<file path="src/rtl/fifo_wr_packer.sv">
// fifo_wr_packer: packs RATIO narrow valid/ready beats into one async-FIFO
// word and drives the FIFO write port, stalling while the FIFO is full.
// A beat with in_last flushes a partially packed word; unused lanes are zero.
//
// Build option: define PACK_MSB_FIRST_EN to place the first beat in the top
// lane and fill downward (flush padding then sits in the low lanes).
//
// Ports:
//   wclk          write-domain clock, rising edge
//   rst_n         asynchronous reset, active-low
//   in_valid      input beat valid
//   in_ready      block can accept a beat this cycle
//   in_data       input beat payload (IN_WIDTH)
//   in_last       last beat of a message; flushes the word being packed
//   fifo_full     registered full flag from the FIFO write side
//   wr_en         FIFO write strobe
//   wr_data       FIFO write word (DATA_SIZE)
//   words_written FIFO writes performed, wrapping 16-bit count
//   flush_cnt     partial words flushed by in_last, wrapping 16-bit count
module fifo_wr_packer #(
   parameter int IN_WIDTH  = 8,
   parameter int RATIO     = 4,
   parameter int DATA_SIZE = IN_WIDTH * RATIO
) (
   input  logic                 wclk,
   input  logic                 rst_n,
   input  logic                 in_valid,
   output logic                 in_ready,
   input  logic [IN_WIDTH-1:0]  in_data,
   input  logic                 in_last,
   input  logic                 fifo_full,
   output logic                 wr_en,
   output logic [DATA_SIZE-1:0] wr_data,
   output logic [15:0]          words_written,
   output logic [15:0]          flush_cnt
);
   localparam int LW = $clog2(RATIO);
   localparam logic [LW-1:0] LAST_LANE = LW'(RATIO - 1);
   logic [DATA_SIZE-1:0] acc_q, acc_d, out_q, out_d, merged;
   logic [LW-1:0]        lane_q, lane_d, pos;
   logic                 vld_q, vld_d;
   logic [15:0]          ww_q, ww_d, fc_q, fc_d;
   logic                 accept, complete;

   assign wr_en         = vld_q & ~fifo_full;
   // The output slot frees on this same edge whenever a write happens, so a
   // completing beat can reload it with no bubble.
   assign in_ready      = ~vld_q | ~fifo_full;
   assign wr_data       = out_q;
   assign words_written = ww_q;
   assign flush_cnt     = fc_q;
   assign accept        = in_valid & in_ready;
   assign complete      = accept & (in_last | (lane_q == LAST_LANE));

`ifdef PACK_MSB_FIRST_EN
   assign pos = LAST_LANE - lane_q;
`else
   assign pos = lane_q;
`endif

   // acc only ever holds lanes already written for the current word, so the
   // lanes not yet reached are zero and give the flush padding for free.
   always_comb begin
      merged = acc_q;
      merged[pos*IN_WIDTH +: IN_WIDTH] = in_data;
      acc_d  = complete ? '0 : (accept ? merged : acc_q);
      lane_d = complete ? '0 : (accept ? lane_q + 1'b1 : lane_q);
      out_d  = complete ? merged : out_q;
      vld_d  = complete | (vld_q & ~wr_en);
      ww_d   = ww_q + {15'd0, wr_en};
      fc_d   = fc_q + {15'd0, complete & in_last & (lane_q != LAST_LANE)};
   end

   always_ff @(posedge wclk or negedge rst_n) begin
      if (!rst_n) begin
         acc_q  <= '0;
         lane_q <= '0;
         out_q  <= '0;
         vld_q  <= 1'b0;
         ww_q   <= '0;
         fc_q   <= '0;
      end else begin
         acc_q  <= acc_d;
         lane_q <= lane_d;
         out_q  <= out_d;
         vld_q  <= vld_d;
         ww_q   <= ww_d;
         fc_q   <= fc_d;
      end
   end
endmodule

</file>
<file path="config.mk">
export PLATFORM = sky130hd
export DESIGN_NAME = fifo_wr_packer
export DESIGN_NICKNAME = d
export VERILOG_FILES = /design/src/rtl/fifo_wr_packer.sv
export SDC_FILE = /design/constraint.sdc
export NUM_CORES = 1
export LEC_CHECK = 0
export ABC_AREA = 1
export ABC_CLOCK_PERIOD_IN_PS = 2500
export BUFFER_PORTS_ARGS = -buffer_cell sky130_fd_sc_hd__buf_2
export CAP_MARGIN = 10
export CORE_MARGIN = 2
export CORE_UTILIZATION = 30
export DETAILED_ROUTE_END_ITERATION = 6
export GPL_TIMING_DRIVEN = 0
export SLEW_MARGIN = 20
export SYNTH_ARGS = -nofsm -noshare
export SYNTH_HDL_FRONTEND = slang
export SYNTH_SLANG_ARGS = --single-unit
</file>
<file path="constraint.sdc">
create_clock -name wclk -period 2.5 [get_ports wclk]
set_clock_uncertainty 0.1 [all_clocks]
set_input_delay 0.375 -clock wclk [delete_from_list [all_inputs] [get_ports wclk]]
set_output_delay 0.375 -clock wclk [all_outputs]
set_load 0.02 [all_outputs]
</file>
==> flow_summary.yaml <==
placement:
  hpwlAfterDp_um: 8140
  placedCellCount: 851
  port_buffers: 78
  dp_slack_ns: -0.312
  gp_congestion: 0.825
routing:
  ant_nets: 0
  drtPass1Iterations: 4
  vias_per_cell: 4.43
  drtIter0Drc: 248
  post_drt_wl_per_cell_um: 12.9
  wirelength_um: 11200
  vias: 3845
  drc: 0
timing:
  slew_violations: 0
  hold_viol: 0
  fmax_mhz: 434
  final-setup-viol-count: 0
  tightestPinTransition_ns: 0.472
  setup_ws_ns: 0.198
  setup_tns_ns: 0
  relSlewSlack: 0.684
  period_minus_slack_ns: 2.30
  post-route-period-util: 0.921
  whs_ns: 0.246
  rsz0062_at_grt: "no"
die:
  core.rowCount: 45
  num_io_pins: 79
  die-height_um: 128
  die_x_um: 128
  start_util: 0.307
  core-area_um2: 15100
  die_area_um2: 16500
yosys:
  ys_seq_area_frac: 0.533
  synth_area_per_cell_um2: 7.95
  syn_inst: 584
  yosys-top-cells-area: "dfrtp_1 53%, nand2_1 24%, nand4_1 3.4%"
  yosysWarningCount: 0
  ys_ff_latch: 99
  synth_top_area_frac: 0.533
  yosysTopAreaCell: "dfrtp_1"
  synthesis.nets: 608
  synth_area_um2: 4650
  ys_types: 22
layout:
  insertedDiodeCount: 0
  seq_area_um2: 2480
  area_growth_syn_to_layout_pct: 22.7
  nets: 698
  drive_gt1_frac: 0.171
  multi_input_area_um2: 1940
  finalNonFillerCells: 867
  fillerInstances: 1556
run_status:
  outcome: "finished clean"
worst_setup_path:
  crit_family: "buffers and inverters"
  crit_fanout: 10
  path_class: "register to register"
  worstSetupStartpointType: "register"
  reg2reg_depth: 8
  cp.arrival_ns: 2.49
  r2r_end: "wr_data[14]"
  critical_path.slowest_cell: "dfrtp_1"
  worstPathCellList: "buf_2, inv_1, ha_1, buf_2, nand3_1, o22ai_1, nand2_1, nand2_1"
  rr_startpoint: "lane_q[0]"
  worstPathRequired_ns: 2.68
  endpoint_kind: "register"
  max_stage_delay_ns: 0.49
  rrSetupSlack_ns: 0.20
  critPathBufInv: 3
clocking:
  clockBufferDepth: 2
  cts_tree: "done"
  clk_latency_ns: 0.35
  cts_buffers: 9
  path_clk_slew_ns: 0.07
  clock-sinks: 99
  cts_root_buf: "clkbuf_16"
  h-tree-depth: 3
worst_hold_path:
  min_to: "vld_q"
  hold_path_depth: 3
  hold_start: "fifo_full"
  min_path_type: "input pin to register"
power_and_ir_drop:
  p_int_uw: 3180
  clockPowerShare: 0.380
  seqPwrFrac: 0.420
  swShare: 0.304
  leakage_uw: 0.00313
  p_comb_frac: 0.200
  p_per_area_nw_per_um2: 802
  p_total_uw: 4570
  p_sw_uw: 1390
  peakVddDrop_v: 0.000390
global_routing:
  groute.usage.overall: 0.142
  antenna_found_initial: 0
  grt_pass1_vias: 3564
  grt_max_degree: 62
  gr-total-overflow: 0
  grt_pass1_wl_um: 18300
job:
  maxCapViolations: 0
[metal layers]
| layer | share of wire | vias to the layer above | global-route usage |
|---|---|---|---|
| li1 | - | 2003 | - |
| met1 | 0.51 | 1746 | 0.202 |
| met2 | 0.43 | 85 | 0.209 |
| met3 | 0.048 | 11 | 0.0416 |
| met4 | 0.012 | 0 | 0.0427 |
| met5 | 0 | - | 0 |
[worst max-delay path by stage]
stage / to / cells after the start / from / slack (ns)
global placement: flush_cnt[8] / 11 / fifo_full / -0.25
CTS: flush_cnt[8] / 10 / vld_q / 0.06
global route: wr_data[10] / 8 / lane_q[0] / 0.02
detailed placement: flush_cnt[8] / 11 / fifo_full / -0.31
finish: wr_data[14] / 8 / lane_q[0] / 0.20
floorplan: flush_cnt[8] / 10 / vld_q / 0.32
[cell usage after synthesis (all sizes together)]
master / number
ha: 11
nand4: 25
o21ai: 12
o22ai: 9
nor2: 33
inv: 41
dfrtp: 99
nand2: 301
a21oi: 2
nand3: 17
nor3: 1
xor2: 8
xnor2: 7
buf: 13
clkbuf: 5
[cells in the final DEF (no fill, tap or decap), drive strengths merged]
cell,n
buf,92
o21ai,12
bufinv,4
nand4,25
nand3,17
nor2,33
clkbuf,16
dfrtp,99
a21oi,2
nor3,1
ha,11
dlygate4sd3,1
nand2,301
xnor2,7
o22ai,9
inv,41
xor2,8
[cells by family (layout without fill, tap and decap cells)]
| logic type | Yosys count | count (layout) | synth area share |
|---|---|---|---|
| and+or+nand+nor | 377 | 377 | 0.326 |
| DFF | 99 | 99 | 0.533 |
| buffers and inverters | 59 | 154 | 0.0528 |
| AOI/OAI and AO/OA | 23 | 23 | 0.0304 |
| xor gates and xnor gates | 15 | 15 | 0.0283 |
| adders and majority gates | 11 | 11 | 0.0296 |
[through the flow]
stage               instance area (um2)   util
floorplan                          4650      -
global placement                   5270  0.348
detailed placement                 5310  0.350
CTS                                5700  0.376
global route                       5700  0.376
finish                             5700  0.376
[registers in the layout, summed over array words and instances (netlist names)]
signal and count:
words_written 16, lane_q 2, vld_q 1, acc_q 32, wr_data 32, flush_cnt 16
[worst reg2reg max path: stages (launching register included)]
cell and delay (ns):
dfrtp_1 0.49, buf_2 0.27, inv_1 0.11, ha_1 0.30, buf_2 0.22, nand3_1 0.30, o22ai_1 0.30, nand2_1 0.08
nand2_1 0.07
[area by class of cell]
cell class / count / area share
inverters: 41 / 0.0270
repair buffers: 80 / 0.0761
clock inverters: 4 / 0.0211
multi-input cells: 426 / 0.340
flip-flops and latches: 99 / 0.434
plain buffers: 17 / 0.0154
clock buffers: 12 / 0.0450
well taps: 188 / 0.0413
[power groups by stage]
| stage | combinational [uW] | sequential, uW | clock, uW |
|---|---|---|---|
| after floorplan | 419 | 2100 | 0 |
| after global placement | 906 | 1950 | 0 |
| after detailed placement | 922 | 1950 | 0 |
| after CTS | 926 | 1920 | 1780 |
| after global routing | 1020 | 1950 | 1850 |
| final | 916 | 1920 | 1740 |
[repair_timing]
item | 4_1_cts | 5_1_grt
gates resized for setup | 2 | 1
hold buffers | 1 | 0
setup buffers | 0 | 0
endpoints found under the hold margin | 38 | 0
setup endpoints to repair | 5 | 4
pin swaps | 0 | 0
Power figures use the tool's default switching activity.
